### config.mk
export PLATFORM = sky130hd
export DESIGN_NAME = mic_tick_sched
export DESIGN_NICKNAME = d
export VERILOG_FILES = /design/src/rtl/mic_tick_sched.sv
export SDC_FILE = /design/constraint.sdc
export NUM_CORES = 1
export LEC_CHECK = 0
export ABC_AREA = 1
export CORE_MARGIN = 2
export CORE_UTILIZATION = 35
export DETAILED_ROUTE_END_ITERATION = 8
export PLACE_DENSITY = 0.53
export REMOVE_ABC_BUFFERS = 1
export SYNTH_ARGS = -nofsm -noshare
export SYNTH_HDL_FRONTEND = slang
export SYNTH_SLANG_ARGS = --single-unit
### constraint.sdc
create_clock -name s_clk -period 5.8 [get_ports s_clk]
set_clock_uncertainty 0.1 [all_clocks]
set_input_delay 1.45 -clock s_clk [delete_from_list [all_inputs] [get_ports s_clk]]
set_output_delay 1.45 -clock s_clk [all_outputs]
set_load 0.01 [all_outputs]
### src/rtl/mic_tick_sched.sv
// mic_tick_sched: shared microsecond/millisecond timebase (clock enables, not
// derived clocks) feeding CH periodic timer channels. Channel expiries are
// reported one at a time through a round-robin arbitrated valid/ready port.
module mic_tick_sched #(
    parameter int  CH       = 4,
    parameter int  CNT_W    = 16,
    parameter int  DIV_W    = 8,
    parameter int  DEF_DIV  = 12,
    parameter int  MS_RATIO = 1000,
    localparam int CH_W     = (CH > 1) ? $clog2(CH) : 1
) (
    input  logic             s_clk,
    input  logic             n_rst,
    input  logic             cfg_valid,
    output logic             cfg_ready,
    input  logic [2:0]       cfg_addr,
    input  logic [CNT_W-1:0] cfg_data,
    output logic             us_tick,
    output logic             ms_tick,
    output logic             evt_valid,
    input  logic             evt_ready,
    output logic [CH_W-1:0]  evt_ch,
    output logic             evt_ovr
);
    localparam int MS_W = (MS_RATIO > 1) ? $clog2(MS_RATIO) : 1;

    logic [DIV_W-1:0] div_q, div_d;
    logic [DIV_W-1:0] shadow_q, shadow_d;
    logic [DIV_W-1:0] pre_cnt_q, pre_cnt_d;
    logic             div_pend_q, div_pend_d;
    logic [MS_W-1:0]  ms_cnt_q, ms_cnt_d;
    logic             tick, ms_hit, cfg_fire;

    logic [CNT_W-1:0] period_q [CH];
    logic [CNT_W-1:0] period_d [CH];
    logic [CNT_W-1:0] cnt_q [CH];
    logic [CNT_W-1:0] cnt_d [CH];
    logic [CH-1:0]    pend_q, pend_d;
    logic [CH-1:0]    ovr_q, ovr_d;
    logic [CH_W-1:0]  rr_last_q, rr_last_d;
    logic             evt_valid_q, evt_valid_d;
    logic [CH_W-1:0]  evt_ch_q, evt_ch_d;
    logic             evt_ovr_q, evt_ovr_d;

    logic             sel_found;
    logic [CH_W-1:0]  sel_idx;
    logic [CH_W:0]    cand;

    assign us_tick   = tick;
    assign ms_tick   = ms_hit;
    assign cfg_ready = !div_pend_q;
    assign evt_valid = evt_valid_q;
    assign evt_ch    = evt_ch_q;
    assign evt_ovr   = evt_ovr_q;

    // Prescaler, ms counter and deferred divide update (applied only on a tick
    // so the running period is never truncated)
    always_comb begin
        tick       = (pre_cnt_q == div_q - 1'b1);
        ms_hit     = tick && (ms_cnt_q == MS_W'(MS_RATIO - 1));
        cfg_fire   = cfg_valid && !div_pend_q;
        pre_cnt_d  = tick ? '0 : pre_cnt_q + 1'b1;
        ms_cnt_d   = ms_cnt_q;
        div_d      = div_q;
        shadow_d   = shadow_q;
        div_pend_d = div_pend_q;
        if (tick) begin
            ms_cnt_d = ms_hit ? '0 : ms_cnt_q + 1'b1;
        end
        if (tick && div_pend_q) begin
            div_d      = shadow_q;
            div_pend_d = 1'b0;
        end
        if (cfg_fire && cfg_addr == 3'd0) begin
            // A divide of zero has no meaning; treat it as divide-by-one.
            shadow_d   = (cfg_data[DIV_W-1:0] == '0) ? DIV_W'(1) : cfg_data[DIV_W-1:0];
            div_pend_d = 1'b1;
        end
    end

    // Round-robin search for the first pending channel after rr_last
    always_comb begin
        sel_found = 1'b0;
        sel_idx   = '0;
        cand      = '0;
        for (int i = 0; i < CH; i++) begin
            cand = {1'b0, rr_last_q} + (CH_W+1)'(i + 1);
            if (cand >= (CH_W+1)'(CH)) begin
                cand = cand - (CH_W+1)'(CH);
            end
            if (!sel_found && pend_q[cand[CH_W-1:0]]) begin
                sel_found = 1'b1;
                sel_idx   = cand[CH_W-1:0];
            end
        end
    end

    // Event issue, then channel countdown/expiry; a config write to a channel
    // overrides both for that channel
    always_comb begin
        pend_d      = pend_q;
        ovr_d       = ovr_q;
        rr_last_d   = rr_last_q;
        evt_valid_d = evt_valid_q;
        evt_ch_d    = evt_ch_q;
        evt_ovr_d   = evt_ovr_q;
        for (int k = 0; k < CH; k++) begin
            period_d[k] = period_q[k];
            cnt_d[k]    = cnt_q[k];
        end
        if (!evt_valid_q || evt_ready) begin
            evt_valid_d = sel_found;
            if (sel_found) begin
                evt_ch_d         = sel_idx;
                evt_ovr_d        = ovr_q[sel_idx];
                pend_d[sel_idx]  = 1'b0;
                ovr_d[sel_idx]   = 1'b0;
                rr_last_d        = sel_idx;
            end
        end
        for (int k = 0; k < CH; k++) begin
            if (cfg_fire && cfg_addr == 3'(k + 1)) begin
                period_d[k] = cfg_data;
                cnt_d[k]    = cfg_data;
                pend_d[k]   = 1'b0;
                ovr_d[k]    = 1'b0;
            end else if (tick && period_q[k] != '0) begin
                if (cnt_q[k] == CNT_W'(1)) begin
                    cnt_d[k] = period_q[k];
                    // pend_d already reflects a selection this cycle, so an
                    // expiry racing the hand-off re-arms pend instead of
                    // being counted as an overrun.
                    if (pend_d[k]) begin
                        ovr_d[k] = 1'b1;
                    end else begin
                        pend_d[k] = 1'b1;
                    end
                end else begin
                    cnt_d[k] = cnt_q[k] - 1'b1;
                end
            end
        end
    end

    // Timebase registers
    always_ff @(posedge s_clk or negedge n_rst) begin
        if (!n_rst) begin
            div_q      <= DIV_W'(DEF_DIV);
            shadow_q   <= DIV_W'(DEF_DIV);
            pre_cnt_q  <= '0;
            div_pend_q <= 1'b0;
            ms_cnt_q   <= '0;
        end else begin
            div_q      <= div_d;
            shadow_q   <= shadow_d;
            pre_cnt_q  <= pre_cnt_d;
            div_pend_q <= div_pend_d;
            ms_cnt_q   <= ms_cnt_d;
        end
    end

    // Channel state and event output registers
    always_ff @(posedge s_clk or negedge n_rst) begin
        if (!n_rst) begin
            for (int k = 0; k < CH; k++) begin
                period_q[k] <= '0;
                cnt_q[k]    <= '0;
            end
            pend_q      <= '0;
            ovr_q       <= '0;
            rr_last_q   <= CH_W'(CH - 1);
            evt_valid_q <= 1'b0;
            evt_ch_q    <= '0;
            evt_ovr_q   <= 1'b0;
        end else begin
            for (int k = 0; k < CH; k++) begin
                period_q[k] <= period_d[k];
                cnt_q[k]    <= cnt_d[k];
            end
            pend_q      <= pend_d;
            ovr_q       <= ovr_d;
            rr_last_q   <= rr_last_d;
            evt_valid_q <= evt_valid_d;
            evt_ch_q    <= evt_ch_d;
            evt_ovr_q   <= evt_ovr_d;
        end
    end

endmodule
=== After elaboration in Yosys (flattened, before gate mapping) ===
Index checks and enable logic that the tools add are counted.

* Bits in registers: 177
* Latch bits: 0
* RAM bits: 0
* Memory bits (read-only): 0
* Input port bits: 23
* Output and inout bits: 7
* Word-level logic and storage cells: 164
* Memories: 0

* Add/subtract/negate cells: 15
* Multiply operators: 0
* Divide/modulo/power cells: 0
* Order comparisons: 10
* Eq/ne operators: 10
* Shifts and indexed selects: 0
* Multiplexer cells: 73
* Bitwise operators: 3
* Reductions and logical operators: 34

{| class="wikitable"
|+ Operators with widths
! cell !! number
|-
| $mux W16 || 12
|-
| $eq A16 B1 Y1 const B || 4
|-
| $reduce_bool A16 Y1 || 4
|-
| $sub A16 B1 Y16 const B || 4
|-
| $mux W1 || 40
|-
| $logic_and A1 B1 Y1 || 16
|-
| $mux W2 || 8
|-
| $mux W4 || 4
|-
| $mux W8 || 2
|-
| $lt A2 B3 Y1 const B || 5
|-
| $ge A3 B3 Y1 const B || 4
|-
| $add A10 B1 Y10 const B || 1
|-
| $bmux W1 S2 || 5
|-
| $eq A10 B10 Y1 const B || 1
|-
| $mux W10 || 1
|-
| $reduce_bool A2 Y1 || 5
|-
| $add A8 B1 Y8 const B || 1
|-
| $and A4 B4 Y4 || 2
|-
| $eq A8 B8 Y1 || 1
|-
| $logic_not A8 Y1 || 1
|-
| $sub A2 B1 Y2 const B || 4
|-
| $sub A8 B1 Y8 const B || 1
|-
| $add A2 B2 Y3 const B || 2
|-
| $eq A3 B2 Y1 const B || 2
|-
| 11 further kinds || 15
|}

=== Logic depth before layout (Yosys ltp) ===
Gate-level depths: netlist (run 1).

* Depth after elaboration: 27
* Mapped depth: 17
* Mapped depth without buffers: 16

=== Least setup slack after synthesis (run 1) ===
Ideal clock, no wire load.

* Path type: flip-flop to output port
* Start: reg div_q[0]
* End: out ms_tick
* Arrival time: 1730 ps
* Data required time: 4250 ps
* Path slack: 2520 ps
* Stages on the path, launching flop included: 13
* Buffers on the path: 0
* Path through: dfrtp_1 > inv_2 > ha_1 > inv_1 > nand2_1 > nand2_1 > nand2_1 > nand2_1 > nor2_1 > nand2_2 > nor2_8 > nand2_8 > nor4_1

* Longest elaborated chain between the ends: 3

{| class="wikitable"
|+ Ends and longest elaborated chain
! what !! RTL line !! source
|-
| start, declared || 27 || <nowiki>logic [DIV_W-1:0] div_q, div_d;</nowiki>
|-
| start signal, assigned || 148 || <nowiki>div_q <= DIV_W'(DEF_DIV);</nowiki>
|-
| start signal, assigned || 154 || <nowiki>div_q <= div_d;</nowiki>
|-
| $sub A8 B1 Y8 || 59 || <nowiki>tick = (pre_cnt_q == div_q - 1'b1);</nowiki>
|-
| $eq A8 B8 Y1 || 59 ||
|-
| $logic_and A1 B1 Y1 || 60 || <nowiki>ms_hit = tick && (ms_cnt_q == MS_W'(MS_RATIO - 1));</nowiki>
|-
| end, declared || 19 || <nowiki>output logic ms_tick,</nowiki>
|}

Every way passes these cells.

=== Final worst setup path (run 1) ===
* Start: reg div_q[0]
* End: out us_tick

* Longest elaborated chain between the ends: 2

{| class="wikitable"
|+ Ends and longest elaborated chain
! what !! RTL line !! source
|-
| $sub A8 B1 Y8 || 59 ||
|-
| $eq A8 B8 Y1 || 59 ||
|-
| end, declared || 18 || <nowiki>output logic us_tick,</nowiki>
|}

Every way passes these cells.

==> metrics.md, run 1 <==
| Metric | Value |
|---|---|
| Crit start category | `register` |
| Hold Path Sink | `shadow_q[2]` |
| Post-CTS sizing | `0` |
| Area growth, synth to finish | `11.0%` |
| Total core area | `29500 um2` |
| CP Capture Type | `output pin` |
| Pwr/cell area | `223 nW/um2` |
| Std-Cell Rows | `63` |
| Antenna Nets Post-Route | `0` |
| Pin count of the biggest net entering global routing | `92` |
| Total I/O pin count | `30` |
| Class of the worst hold path | `reg2reg` |
| Cts hold-fix bufs | `0` |
| Drt wl/cell | `15.7 um` |
| Sink Count | `177` |
| Critical Path Fanout Max | `33` |
| Vias | `9429` |
| Post-synth ARST share | `1.00` |
| Cell Area, Synth | `10400 um2` |
| Main synth FF type | `dfrtp_1` |
| Post-DP HPWL | `20.2 mm` |
| Placed Cells | `1833` |
| GRT Overall Usage | `0.195` |
| Setup ws final | `1.48 ns` |
| Clock root buffer | `clkbuf_16` |
| Beginning of the critical path | `div_q[0]` |
| Final Hold Violating Endpoints | `0` |
| Crit-path slowest cell | `clkdlybuf4s50_1` |
| Yosys warning count | `0` |
| EDFF count, synth | `0` |
| Finished Layout Cells | `1865` |
| TNS Setup | `0 ns` |
| Overall routed net length | `29.2 mm` |
| Worst IR Drop VDD | `0.000201 V` |
| GP Congestion | `0.834` |
| Setup violators final | `0` |
| Register area share after synthesis | `0.425` |
| Initial antenna violation count | `2` |
| Most common cell on crit path | `nand2_1` |
| CP top delay family | `buffers and inverters` |
| Fmax | `0.231 GHz` |
| Number of global-route vias before repair | `9166` |
| Crit path kind | `reg2out` |
| Rel. slew slack | `0.308` |
| WHS | `0.383 ns` |
| Final #Nets | `1496` |
| RR Endpoint | `cnt_q[21]` |
| Crit path cell chain | `inv_2, ha_1, inv_1, nand2_1, nand2_1, nand2_1, nand2_1, nor2_1, nand2_2, nor2_8, nand2_8, inv_8, clkdlybuf4s50_1` |
| Mapped Cells | `1456` |
| RSZ-0062 raised after global routing | `no` |
| Die width | `177 um` |
| Commonest cells in the netlist | `434 x nand2_1, 171 x dfrtp_1, 164 x nand3_1` |
| Final cycle utilization of the critical path | `0.746` |
| Pleak | `0.00558 uW` |
| Fillers | `3103` |
| Layout cells sized above 1 | `0.0522` |
| Synth Register Bits | `177` |
| Synth area leaders | `dfrtp_1 41%, nand2_1 16%, nand3_1 7.9%` |
| Flop2flop setup slack | `3.04 ns` |
| Initial Util | `0.354` |
| Die footprint | `31200 um2` |
| Worst Tran Pin Value | `1.03 ns` |
| Yosys top cell area share | `0.410` |
| Total congestion overflow | `0` |
| DR pass1 iterations | `5` |
| DRC | `0` |
| Num CTS Buffers | `17` |
| Clock slew at reported path FFs | `0.07 ns` |
| R2R Path Start | `cnt_q[20]` |
| Final Instance Area | `11600 um2` |
| Port bufs | `29` |
| # H-tree levels | `4` |
| # diodes | `0` |
| 1st-iter DRT viols | `664` |
| CTS tree | `done` |
| First-pass GRT wire length | `47.8 mm` |
| Synthesized area per cell | `7.17 um2` |
| Post-Place Worst Slack | `1.75 ns` |
| Crit path DAT | `2.77 ns` |
| Number of setup buffers added after CTS | `0` |
| Clk_lat worst skew | `0.45 ns` |
| Die Ht | `177 um` |
| Via density | `5.06` |
| Largest stage delay, worst path | `0.58 ns` |
| Worst path bufs/invs | `4` |
| Slew Limit Fails | `0` |
| Clk buf depth | `2` |
| Reg2Reg Depth | `9` |
| Post-synth top area cell | `dfrtp_1` |
| Synth unique cells | `42` |
| Hold path start | `shadow_q[2]` |
| Worst EP required | `4.25 ns` |
| Maxcap violations | `0` |
| Top-count cell post-synth | `nand2_1` |
| Depth of the worst hold-timing path | `2` |
| Final min period | `4.32 ns` |
| Status | `finished clean` |
| Cell Area, Placed | `11000 um2` |
## logic make-up (layout without fill, tap and decap cells)
logic type / count (synthesis) / in the layout / synth area share
simple gates: 829 / 829 / 0.346
buf+inv: 199 / 218 / 0.0797
compound gates: 198 / 198 / 0.100
flops: 177 / 177 / 0.425
xor+xnor: 42 / 42 / 0.0352
fa+ha+maj: 11 / 11 / 0.0132
## final cells by class
cell class / count / area [um2] / area share
Inverter: 151 / 574 / 0.0496
Sequential cell: 177 / 4440 / 0.383
Tap cell: 390 / 488 / 0.0421
Multi-Input combinational cell: 1080 / 5170 / 0.446
Clock buffer: 19 / 443 / 0.0382
Timing Repair Buffer: 35 / 339 / 0.0293
Clock inverter: 13 / 138 / 0.0119
## where the power goes
group | switching (uW) | total [uW] | leakage (uW) | internal, uW
Combinational | 89.8 | 134 | 0.00321 | 43.7
Sequential | 16.4 | 1270 | 0.00209 | 1250
Clock | 562 | 1180 | 0.000280 | 620
Total | 668 | 2590 | 0.00558 | 1920
## worst reg2reg max path, cell delays in order (launching register included)
cell	delay, ns
dfrtp_1	0.43
nor2_1	0.27
nand2_1	0.13
nor2_1	0.16
nand3_1	0.59
inv_1	0.56
o21ai_0	0.15
o21ai_0	0.18
nand2_1	0.08
nand2_1	0.07
## how the worst max path moves through the flow
| stage | endpoint | slack, ns | cells after the start |
|---|---|---|---|
| final | us_tick | 1.48 | 13 |
| after global routing | us_tick | 1.24 | 13 |
| after detailed placement | cnt_q[52] | 1.75 | 9 |
| after floorplan | cnt_q[24] | 2.12 | 6 |
| after CTS | us_tick | 1.44 | 13 |
| after global placement | cnt_q[52] | 1.79 | 9 |
## cells in the final DEF, fill, tap and decap left out, types with 3 or more instances in the layout
master / synthesis / final
ha_1: 11 / 11
inv_6: 0 / 6
a21oi_1: 9 / 9
nor2_1: 144 / 144
nand2_4: 4 / 4
a22oi_1: 7 / 7
clkdlybuf4s50_1: 0 / 28
buf_4: 5 / 6
dfrtp_1: 171 / 171
nor3_1: 12 / 12
xor2_1: 26 / 26
nand2_1: 434 / 434
nand2_2: 7 / 7
inv_2: 8 / 8
nor2_2: 3 / 3
nand4_1: 34 / 34
nand3b_1: 4 / 4
nor2_4: 4 / 4
nor4_1: 12 / 12
nand3_1: 164 / 164
xnor2_1: 16 / 16
o211ai_1: 6 / 6
o221ai_1: 4 / 4
o21ai_1: 29 / 29
inv_8: 1 / 3
clkbuf_16: 0 / 17
dfstp_2: 6 / 6
clkinv_1: 3 / 3
inv_1: 139 / 139
o21ai_0: 139 / 139
## flip-flops by register name, indices dropped and copies added (netlist names)
register and cells:
evt_ovr 1, pend_q 4, ovr_q 4, period_q 64, pre_cnt_q 8, div_q 8
ms_cnt_q 10, evt_ch 2, rr_last_q 2, evt_valid 1, shadow_q 8, div_pend_q 1
cnt_q 64
## stage by stage
step,util,power [uW]
floorplan,-,1350
global placement,0.373,1430
detailed placement,0.373,1430
CTS,0.393,2620
global route,0.393,2680
finish,0.393,2590
## routing by layer
| layer | up-vias | track usage | share of wire |
|---|---|---|---|
| met2 | 199 | 0.324 | 0.47 |
| li1 | 4754 | - | - |
| met1 | 4443 | 0.263 | 0.47 |
| met4 | 4 | 0.0492 | 0.015 |
| met3 | 29 | 0.0367 | 0.052 |
| met5 | - | 0 | 0.00079 |
(Power assumes the default switching activity.)
==> inputs of run 2 (changes only) <==
- PLACE_DENSITY: 0.53 -> 0.55
- clock period: 5.8 -> 3.85 ns (I/O delays scaled with it)
==> run 2 against run 1 <==
- power up 51%
- combinational power up 52%
- sequential share of layout area down 0.39 points
- count of clock-buffer cells in the layout unchanged
- setup slack worse by 1.2 ns
- die area unchanged
- sequential cell count unchanged
- first-iteration DRC count up 4.4%
- largest cell class unchanged
==> metrics.md, run 2 (synthesis results as in run 1) <==
| Metric | Value |
|---|---|
| Worst Tran Pin Value | `0.782 ns` |
| Critical Path Fanout Max | `8` |
| Number of global-route vias before repair | `9366` |
| Total I/O pin count | `30` |
| # H-tree levels | `4` |
| Slew Limit Fails | `0` |
| Crit-path slowest cell | `clkdlybuf4s50_1` |
| Clk_lat worst skew | `0.44 ns` |
| Num CTS Buffers | `17` |
| Cell Area, Placed | `11100 um2` |
| Most frequent cells in the layout | `434 x nand2_1, 171 x dfrtp_1, 164 x nand3_1` |
| Final min period | `3.58 ns` |
| WL met1 | `13.8 mm` |
| Commonest non-fill, non-tap cell in the layout | `nand2_1` |
| Pin count of the biggest net entering global routing | `77` |
| # diodes | `0` |
| Top flop regs | `cnt_q (64), period_q (64), ms_cnt_q (10)` |
| Layout cells sized above 1 | `0.0605` |
| Total core area | `29500 um2` |
| Net Sw Power | `1010 uW` |
| Cts hold-fix bufs | `0` |
| Antenna Nets Post-Route | `0` |
| Initial antenna violation count | `0` |
| Tot Pwr | `3900 uW` |
| Die footprint | `31200 um2` |
| GP Congestion | `0.872` |
| CP Capture Type | `output pin` |
| Initial Util | `0.354` |
| Clk buf depth | `2` |
| First-pass GRT wire length | `47.8 mm` |
| Vias | `9474` |
| Class of the worst hold path | `reg2reg` |
| Clock root buffer | `clkbuf_16` |
| WL met3 | `1.02 mm` |
| Port bufs | `29` |
| Post-DP HPWL | `20.4 mm` |
| Largest stage delay, worst path | `0.53 ns` |
| Sink Count | `177` |
| Worst EP required | `2.79 ns` |
| Maxcap violations | `0` |
| Area growth, synth to finish | `12.2%` |
| Fmax | `0.279 GHz` |
| Worst IR Drop VDD | `0.000326 V` |
| Max Used Layer | `met4` |
| Std-Cell Rows | `63` |
| GRT Overall Usage | `0.194` |
| Met2 routed WL | `13.5 mm` |
| CTS tree | `done` |
| Clock power frac | `0.457` |
| Sw Share | `0.258` |
| Via density | `5.05` |
| 1st-iter DRT viols | `693` |
| Overall routed net length | `29.0 mm` |
| TNS Setup | `0 ns` |
| Status | `finished clean` |
| Final Instance Area | `11700 um2` |
| RSZ-0062 raised after global routing | `no` |
| Seq pwr share | `0.491` |
| Crit start category | `register` |
| Cell Int Power | `2890 uW` |
| Pleak | `0.00566 uW` |
| Drt wl/cell | `15.4 um` |
| Crit path cell chain | `inv_2, ha_2, nand2_1, nand2_1, nand2_1, nand2_1, nand2_1, nor2_4, nand2_8, inv_8, clkdlybuf4s50_1` |
| DRC | `0` |
| DR pass1 iterations | `5` |
| Die width | `177 um` |
| Combinational Power Share | `0.052` |
| Final cycle utilization of the critical path | `0.930` |
| Crit path DAT | `2.52 ns` |
| Final Hold Violating Endpoints | `0` |
| Clock slew at reported path FFs | `0.07 ns` |
| Pwr/cell area | `333 nW/um2` |
| Crit path kind | `reg2out` |
| Utilization after layout | `0.397` |
| Total congestion overflow | `0` |
| Die Ht | `177 um` |
| Setup violators final | `0` |
| Final #Nets | `1508` |
| Most common cell on crit path | `nand2_1` |
| Rel. slew slack | `0.475` |
run 2: cell count changes in the layout (fill, tap and decap cells not counted), sizes merged:
cell | previous run | this run
buf | 6 | 18
clkdlybuf4s50 | 28 | 27
clkinv | 5 | 6
clkinvlp | 2 | 1
dlygate4sd2 | 0 | 1
run 2: cell type report:
cell class                 count  area, um2
clock buffer                  19        443
timing repair buffer          47        453
inverter                     151        574
multi-input combinational   1080       5170
sequential                   177       4440
clock inverter                13        141
tap                          390        488
fill                        3117      17800
run 2: power groups by stage:
stage / clock network [uW] / registers (uW) / logic (uW)
CTS: 1820 / 1910 / 210
global route: 1890 / 1920 / 234
floorplan: 0 / 1940 / 91.4
global placement: 0 / 1950 / 207
detailed placement: 0 / 1950 / 208
finish: 1780 / 1910 / 204
run 2: critical path: cells and delay by family, from the launching register on:
kind	cells	cell delay (ns)
and+or+nand+nor	7	0.75
DFF	1	0.43
adders and majority gates	1	0.20
buffers and inverters	3	0.69
run 2: what timing repair did:
| item | 4_1_cts | 5_1_grt |
|---|---|---|
| resized for setup | 1 | 1 |
| buffers inserted | 0 | 1 |
| pin swaps | 0 | 1 |
| endpoints found under the setup margin | 1 | 2 |
run 2: path summary, 6_finish.rpt:
kind                       cells past startpoint   startpoint            to  slack, ns
setup / recovery                              11     div_q[0]       us_tick       0.27
hold / removal                                 2  shadow_q[2]   shadow_q[2]       0.37
setup reg to reg                              15     div_q[0]      cnt_q[3]       0.83
hold reg to reg                                2  shadow_q[2]   shadow_q[2]       0.37
max in group asynchronous                      2        n_rst     cnt_q[53]       2.42
min in group asynchronous                      1        n_rst  pre_cnt_q[2]       0.44
run 2: per-layer routing:
metal	up-vias	track usage
met3	40	0.0279
met5	-	0
met2	169	0.324
met1	4485	0.259
met4	0	0.0644
li1	4780	-
run 2: through the flow:
| stage | hold slack (ns) | setup WS, ns | std cells |
|---|---|---|---|
| global route | 0.414 | 0.0411 | 1877 |
| finish | 0.371 | 0.271 | 1877 |
| CTS | 0.373 | 0.160 | 1876 |
| floorplan | 0.348 | 0.660 | 1408 |
| global placement | 0.360 | 0.421 | 1844 |
| detailed placement | 0.360 | 0.406 | 1844 |
